### src/rtl/instruction_fetch.sv
// rtl/instruction_fetch.sv - instruction fetch stage: PC register, IF/ID latch and BOOT/RUN/HALT control
module instruction_fetch #(
    parameter logic [63:0] RESET_PC  = 64'd0,
    parameter int          MEM_BYTES = 16
) (
    input  logic        clk,
    input  logic        reset,
    output logic [63:0] Inst_Address,
    input  logic [31:0] Instruction,
    input  logic        stall,
    input  logic        flush,
    input  logic [63:0] branch_target,
    output logic [63:0] if_id_pc,
    output logic [31:0] if_id_inst,
    output logic        if_id_valid,
    output logic        fetch_error,
    output logic        halted
);

    typedef enum logic [1:0] {
        ST_BOOT = 2'd0,
        ST_RUN  = 2'd1,
        ST_HALT = 2'd2
    } state_t;

    localparam logic [64:0] MEM_LIMIT = 65'(MEM_BYTES);

    state_t      state_q, state_d;
    logic [63:0] pc_q, pc_d;
    logic [63:0] if_id_pc_q, if_id_pc_d;
    logic [31:0] if_id_inst_q, if_id_inst_d;
    logic        if_id_valid_q, if_id_valid_d;
    logic        fetch_error_q, fetch_error_d;

    logic [64:0] pc_end;
    logic        pc_legal;

    // One extra bit so a PC near 2^64 cannot wrap into the legal range.
    assign pc_end   = {1'b0, pc_q} + 65'd4;
    assign pc_legal = (pc_q[1:0] == 2'b00) && (pc_end <= MEM_LIMIT);

    always_comb begin
        state_d       = state_q;
        pc_d          = pc_q;
        if_id_pc_d    = if_id_pc_q;
        if_id_inst_d  = if_id_inst_q;
        if_id_valid_d = if_id_valid_q;
        fetch_error_d = fetch_error_q;

        unique case (state_q)
            ST_BOOT: begin
                if_id_valid_d = 1'b0;
                state_d       = ST_RUN;
            end
            ST_RUN: begin
                if (flush) begin
                    pc_d          = branch_target;
                    if_id_valid_d = 1'b0;
                end else if (stall) begin
                    state_d = ST_RUN;
                end else if (pc_legal) begin
                    if_id_inst_d  = Instruction;
                    if_id_pc_d    = pc_q;
                    if_id_valid_d = 1'b1;
                    pc_d          = pc_q + 64'd4;
                end else begin
                    state_d       = ST_HALT;
                    fetch_error_d = 1'b1;
                    if_id_valid_d = 1'b0;
                end
            end
            ST_HALT: begin
                if_id_valid_d = 1'b0;
                if (flush) begin
                    pc_d          = branch_target;
                    fetch_error_d = 1'b0;
                    state_d       = ST_RUN;
                end
            end
            default: begin
                state_d       = ST_BOOT;
                if_id_valid_d = 1'b0;
            end
        endcase
    end

    always_ff @(posedge clk or negedge reset) begin
        if (!reset) begin
            state_q       <= ST_BOOT;
            pc_q          <= RESET_PC;
            if_id_pc_q    <= 64'd0;
            if_id_inst_q  <= 32'd0;
            if_id_valid_q <= 1'b0;
            fetch_error_q <= 1'b0;
        end else begin
            state_q       <= state_d;
            pc_q          <= pc_d;
            if_id_pc_q    <= if_id_pc_d;
            if_id_inst_q  <= if_id_inst_d;
            if_id_valid_q <= if_id_valid_d;
            fetch_error_q <= fetch_error_d;
        end
    end

    assign Inst_Address = pc_q;
    assign if_id_pc     = if_id_pc_q;
    assign if_id_inst   = if_id_inst_q;
    assign if_id_valid  = if_id_valid_q;
    assign fetch_error  = fetch_error_q;
    assign halted       = (state_q == ST_HALT);

endmodule
### config.mk
export PLATFORM = sky130hd
export DESIGN_NAME = instruction_fetch
export DESIGN_NICKNAME = d
export VERILOG_FILES = /design/src/rtl/instruction_fetch.sv
export SDC_FILE = /design/constraint.sdc
export NUM_CORES = 1
export LEC_CHECK = 0
export ABC_AREA = 0
export ABC_CLOCK_PERIOD_IN_PS = 10850
export CORE_MARGIN = 3
export CORE_UTILIZATION = 28
export CTS_CLUSTER_DIAMETER = 100
export DETAILED_ROUTE_END_ITERATION = 10
export DONT_BUFFER_PORTS = 1
export PLACE_DENSITY = 0.5
export SLEW_MARGIN = 20
export SYNTH_ARGS = -nofsm -noshare
export SYNTH_HDL_FRONTEND = slang
export SYNTH_SLANG_ARGS = --single-unit
### constraint.sdc
create_clock -name clk -period 10.85 [get_ports clk]
set_input_delay 2.17 -clock clk [delete_from_list [all_inputs] [get_ports clk]]
set_output_delay 2.17 -clock clk [all_outputs]
set_load 0.1 [all_outputs]
==> results of run 1 <==
-- cell families after synthesis --
| group | share of synthesized area |
|---|---|
| fa+ha+maj | 0.007282 |
| xor+xnor | 0.01835 |
| simple gates | 0.2684 |
| mux | 0.05942 |
| flops | 0.4777 |
| compound gates | 0.1285 |
| buf+inv | 0.04034 |
-- area by class of cell --
cell class,instances,area share
antenna,2,0.0005185
clock buffer,18,0.04550
clock inverter,14,0.01491
inverter,15,0.005834
multi-input combinational,665,0.4308
sequential,164,0.4255
tap,390,0.05056
timing repair buffer,34,0.02645
-- worst max-delay path, delay by kind of cell (launching register included) --
kind / cells / cell delay (ns)
flip-flops: 1 / 1.06
buffers and inverters: 1 / 0.80
AND/OR/NAND/NOR: 5 / 2.50
multiplexers: 2 / 0.61
AO/OA/AOI/OAI: 2 / 0.99
-- layout by cell type, fill, tap and decap left out, drive strengths merged, types with 6 or more instances in the layout --
cell and instances:
or4 8, nor2b 64, o31ai 8, mux2i 6, buf 34, clkbuf 18, and2 8, a31oi 12
nor2 83, or2 16, and3 18, inv 22, dfrtp 164, nand3 40, o21ai 40, or3 9
a21oi 69, mux2 40, nor4 29, xor2 10, o22ai 13, nor3 15, nand4 46, xnor2 8
nand2 62, a311oi 6, nand2b 6
-- worst min-delay path by stage --
| stage | slack [ns] | to | depth (start not counted) | start |
|---|---|---|---|---|
| after global routing | 0.69 | state_q[1] | 1 | state_q[1] |
| after global placement | 0.63 | state_q[0] | 2 | state_q[0] |
| after detailed placement | 0.63 | state_q[0] | 2 | state_q[0] |
| final | 0.63 | state_q[0] | 2 | state_q[0] |
| after CTS | 0.64 | state_q[0] | 2 | state_q[0] |
| after floorplan | 0.57 | state_q[0] | 2 | state_q[0] |
-- metal layers --
metal  wire [um]  vias to the layer above  global-route usage
met4         397                        2             0.04875
met5          19                        -                   0
met3        2497                       24             0.05496
met1       12530                     3432              0.2395
li1            -                     3278                   -
met2       13400                      297              0.2604
-- power breakdown --
part | switching (mW) | internal (mW)
clock network | 0.283 | 0.330
logic | 1.01 | 0.321
registers | 0.662 | 0.716
-- registers in the layout (all words and copies together) (netlist names) --
| name | flops |
|---|---|
| if_id_valid | 1 |
| if_id_inst | 32 |
| state_q | 2 |
| if_id_pc | 64 |
| Inst_Address | 64 |
| fetch_error | 1 |
-- through the flow --
step	std cells	total power [mW]	hold slack [ns]	util	cell area [sq um]
floorplan	903	2.366	0.5713	-	8591
global placement	1268	2.703	0.6259	0.3024	9059
detailed placement	1268	2.709	0.6314	0.3024	9059
CTS	1300	3.331	0.6438	0.3219	9642
global route	1302	3.491	0.6872	0.3222	9652
finish	1302	3.324	0.6317	0.3222	9652
==> impl_metrics.csv, run 1 <==
group,metric,value,unit
synth,synthCells,903,
worst_setup_path,critPathRequiredTime,11.17,ns
flow_run,maxCapViolations,0,
synth,synthTopCellsByCount,"dfrtp_1 (164), nor2_1 (83), a21oi_1 (69)",
synth,synth_edf_count,0,
global_route,grt_use_total,0.1730,
power_and_ir_drop,powerDensity,344.4,nW/um^2
drt,dr.pass1.iters,5,
clock_network,cts_sinks,164,
synth,yosysSeqAreaShare,0.4777,
worst_setup_path,critPathMaxStageDelay,1.06,ns
clock_network,cts_resized,0,
drt,drc,0,
global_route,grt_max_degree,165,
worst_setup_path,r2r_slack,4.63,ns
sta,finalHoldViolations,0,
drt,wl_per_cell,22.15,um
clock_network,post_cts_buffers,0,
sta,slew_viol_final,0,
worst_setup_path,crit_fanout,93,
synth,async_flop_share,1.000,
cells_and_area,drive_above_1_share,0.1220,
synth,avgSynthCellArea,9.514,sq um
worst_setup_path,critPathCapture,"if_id_inst[28]",
worst_setup_path,crit_type,"reg2reg",
clock_network,cts_tree,"yes",
clock_network,root_buffer,"clkbuf_16",
drt,viasPerCell,5.402,
sta,period_minus_slack,6.218,ns
die,die_y,181.2,um
global_route,grt_pass1_wl,44220,um
synth,synth_seq_cells,164,
placement,dp_slack,4.700,ns
die,io_pins,263,
synth,yosysTopAreaCellShare,0.4777,
die,rows,63,
worst_setup_path,critPathCaptureType,"register",
clock_network,htree_levels,4,
cells_and_area,fillers,3107,
sta,skew,0.008040,ns
worst_setup_path,reg2reg_depth,10,
drt,drt_iter0_drc,809,
cells_and_area,final_nets,1002,
worst_setup_path,crit_slowest_cell,"dfrtp_1",
clock_network,clk_latency,0.44,ns
power_and_ir_drop,leakage,4.111,nW
sta,slew_headroom,0.2350,
drt,dr_total_vias,7033,
die,core_area,29950,sq um
clock_network,clk_pin_slew,0.06,ns
synth,syn_area,8591,sq um
global_route,grt_pass1_vias,6827,
placement,detailed_place_hpwl,20890,um
clock_network,ctsHoldBuffers,0,
cells_and_area,multi_input_area,4158,sq um
sta,finalSetupTns,0,ns
worst_setup_path,crit_start,"Inst_Address[5]",
global_route,globalRouteOverflowTotal,0,
synth,synth.area.top_cells,"dfrtp_1 (48%), nor2b_1 (4.7%), mux2_1 (4.6%), a21oi_1 (4.0%), nor2_1 (3.6%)",
synth,syn_nets,1008,
clock_network,clock_path_buffers,2,
sta,fin_ws,4.632,ns
die,die_area,32820,sq um
global_route,antenna_found_initial,3,
sta,fin_crit_sh,0.5731,
sta,finalSetupViolCount,0,
clock_network,cts_made_buffers,17,
die,fp.dieW,181.2,um
run_status,status,"finished, final reports clean",
cells_and_area,syn2layout_area_growth,12.35,%
placement,routabilityCongestion,0.9034,
min_path,hp-class,"reg2reg",
die,start_util,0.2868,
cells_and_area,seqCellArea,4106,sq um
sta,tightest_slew,1.148,ns
worst_setup_path,reg2reg_from,"Inst_Address[5]",
sta,rsz0062_at_grt,"no",
worst_setup_path,path_common_cell,"nand4_1",
placement,port_buffers,0,
synth,ys.flop_type,"dfrtp_1",
synth,yosysMostFrequentCell,"dfrtp_1",
worst_setup_path,worstPathCellList,"nand4_1 -> nor4_2 -> mux2i_1 -> a2111oi_0 -> o211ai_1 -> nor4_1 -> nand4_1 -> nor4_4 -> buf_4 -> mux2_1",
power_and_ir_drop,peakVddDrop,0.0001799,V
drt,ant_nets,0,
synth,synth_cell_types,64,
synth,synth_top_cell_by_area,"dfrtp_1",
worst_setup_path,start_kind,"register",
worst_setup_path,r2r-end,"if_id_inst[28]",
sta,max_freq,160.8,MHz
drt,routed_wl,28840,um
worst_setup_path,cp.arrival,6.54,ns
synth,yosys_warnings,0,
(Power assumes the default switching activity.)
==> run 2, diff against run 1 <==
--- a/config.mk
+++ b/config.mk
@@ -6,13 +6,13 @@
 export NUM_CORES = 1
 export LEC_CHECK = 0
 export ABC_AREA = 0
-export ABC_CLOCK_PERIOD_IN_PS = 10850
+export ABC_CLOCK_PERIOD_IN_PS = 5500
 export CORE_MARGIN = 3
 export CORE_UTILIZATION = 28
 export CTS_CLUSTER_DIAMETER = 100
 export DETAILED_ROUTE_END_ITERATION = 10
 export DONT_BUFFER_PORTS = 1
-export PLACE_DENSITY = 0.5
+export PLACE_DENSITY = 0.52
 export SLEW_MARGIN = 20
 export SYNTH_ARGS = -nofsm -noshare
 export SYNTH_HDL_FRONTEND = slang
==> constraint.sdc (replaced) <==
create_clock -name clk -period 5.5 [get_ports clk]
set_input_delay 1.1 -clock clk [delete_from_list [all_inputs] [get_ports clk]]
set_output_delay 1.1 -clock clk [all_outputs]
set_load 0.1 [all_outputs]
==> impl_metrics.csv, run 2 (same netlist as run 1, synthesis figures left out) <==
group,metric,value,unit
die,io_pins,263,
die,fp.dieW,181.2,um
clock_network,root_buffer,"clkbuf_16",
power_and_ir_drop,leakage,4.275,nW
sta,finalSetupTns,0,ns
cells_and_area,finish.instance_area,9933,sq um
worst_setup_path,reg2reg_depth,11,
clock_network,cts_resized,0,
clock_network,clock_path_buffers,2,
worst_setup_path,r2r-end,"if_id_inst[19]",
global_route,globalRouteOverflowTotal,0,
sta,finalSetupViolCount,0,
placement,place_area,9339,sq um
cells_and_area,drive_above_1_share,0.1504,
worst_setup_path,crit_type,"reg2reg",
worst_setup_path,start_kind,"register",
sta,fin_crit_sh,0.8300,
placement,dpl.cell_count,1302,
clock_network,htree_levels,4,
sta,skew,0.02026,ns
clock_network,ctsHoldBuffers,0,
sta,slew_viol_final,0,
global_route,antenna_found_initial,3,
worst_setup_path,critPathRequiredTime,5.83,ns
worst_setup_path,crit_start,"Inst_Address[7]",
die,core_area,29950,sq um
worst_setup_path,cp.arrival,4.89,ns
worst_setup_path,r2r_slack,0.94,ns
drt,drc,0,
die,die_y,181.2,um
drt,viasPerCell,5.490,
min_path,hp-class,"in2async",
cells_and_area,fin_util,0.3316,
run_status,status,"finished, final reports clean",
sta,tightest_slew,1.162,ns
global_route,grt_max_degree,165,
global_route,grt_pass1_vias,7111,
die,start_util,0.2868,
sta,finalHoldViolations,0,
placement,detailed_place_hpwl,21260,um
clock_network,clk_latency,0.46,ns
clock_network,cts_sinks,164,
worst_setup_path,crit_fanout,96,
worst_setup_path,reg2reg_from,"Inst_Address[7]",
cells_and_area,fillers,3100,
sta,slew_headroom,0.2256,
power_and_ir_drop,powerDensity,681.4,nW/um^2
clock_network,cts_tree,"yes",
worst_setup_path,critPathCapture,"if_id_inst[19]",
cells_and_area,final_cell_mix,"dfrtp_1 (164), nor2_1 (81), a21oi_1 (69)",
clock_network,clk_pin_slew,0.09,ns
die,die_area,32820,sq um
sta,rsz0062_at_grt,"no",
cells_and_area,final_cells,1335,
die,rows,63,
placement,port_buffers,0,
clock_network,post_cts_buffers,0,
drt,dr_total_vias,7329,
drt,ant_nets,0,
drt,wl_per_cell,21.89,um
cells_and_area,final_nets,1036,
cells_and_area,layout_commonest_cell,"dfrtp_1",
drt,drt_iter0_drc,637,
power_and_ir_drop,peakVddDrop,0.0004681,V
worst_setup_path,critPathCaptureType,"register",
clock_network,cts_made_buffers,17,
global_route,grt_use_total,0.1740,
worst_setup_path,critPathMaxStageDelay,0.73,ns
sta,period_minus_slack,4.565,ns
drt,routed_wl,29220,um
global_route,grt_pass1_wl,44620,um
placement,routabilityCongestion,0.8681,
sta,max_freq,219.1,MHz
worst_setup_path,crit_slowest_cell,"a2111oi_0",
cells_and_area,syn2layout_area_growth,15.63,%
flow_run,maxCapViolations,0,
worst_setup_path,worstPathCellList,"buf_4 -> nand3_1 -> nor3_1 -> a31oi_1 -> a2111oi_0 -> o211ai_1 -> nor4_1 -> nand4_1 -> nor4_4 -> buf_12 -> mux2_1",
drt,dr.pass1.iters,5,
[run 2: cell count changes in the layout (fill, tap and decap cells not counted), moves of 2 or more]
cell      previous run  this run
clkinv_8             1         5
dfrtp_2              2         0
dfrtp_1            162       164
buf_4               34        66
buf_12               0         2
[run 2: per-stage QoR]
stage / setup slack (ns) / hold WS [ns] / total power, mW
detailed placement: 1.018 / 0.6353 / 5.550
floorplan: 1.015 / 0.5713 / 4.667
finish: 0.9352 / 0.3428 / 6.768
global placement: 1.107 / 0.6276 / 5.531
CTS: 1.008 / 0.3153 / 6.770
global route: 0.5929 / 0.3063 / 7.089
[run 2: worst min-delay path by stage]
stage          slack, ns              from               end
2_1_floorplan       0.57        state_q[0]        state_q[0]
3_3_place_gp        0.63   Inst_Address[5]   Inst_Address[5]
3_5_place_dp        0.64  Inst_Address[10]  Inst_Address[10]
4_1_cts             0.32             reset  Inst_Address[24]
5_1_grt             0.31             reset      if_id_pc[62]
6_report            0.34             reset       if_id_pc[0]
[run 2: final cells by class]
type	count	area, sq um	area share
multi-input cells	665	4155	0.4183
flip-flops and latches	164	4104	0.4132
repair buffers	68	535.5	0.05391
well taps	390	488.0	0.04912
clock buffers	17	425.4	0.04283
clock inverters	15	166.4	0.01675
inverters	15	56.30	0.005668
diodes	1	2.502	0.0002519
[run 2: layer usage]
layer  wire [um]  GRT usage
met1       12430     0.2281
met2       13700     0.2726
met4         403    0.04692
met5          34          0
met3        2651    0.06302
[run 2: worst max-delay path: cells and delay by family, from the launching register on]
kind                   cells  cell delay, ns
buffers and inverters      2            0.72
flip-flops                 1            0.39
multiplexers               1            0.38
AND/OR/NAND/NOR            5            1.77
AO/OA/AOI/OAI              3            1.07
[run 2: report_power, final]
group / leakage [nW] / switching (mW) / total, mW / internal [mW]
clock network: 0.290 / 0.601 / 1.21 / 0.608
logic: 1.93 / 2.93 / 3.70 / 0.768
registers: 2.05 / 0.431 / 1.86 / 1.43
total: 4.27 / 3.96 / 6.77 / 2.81
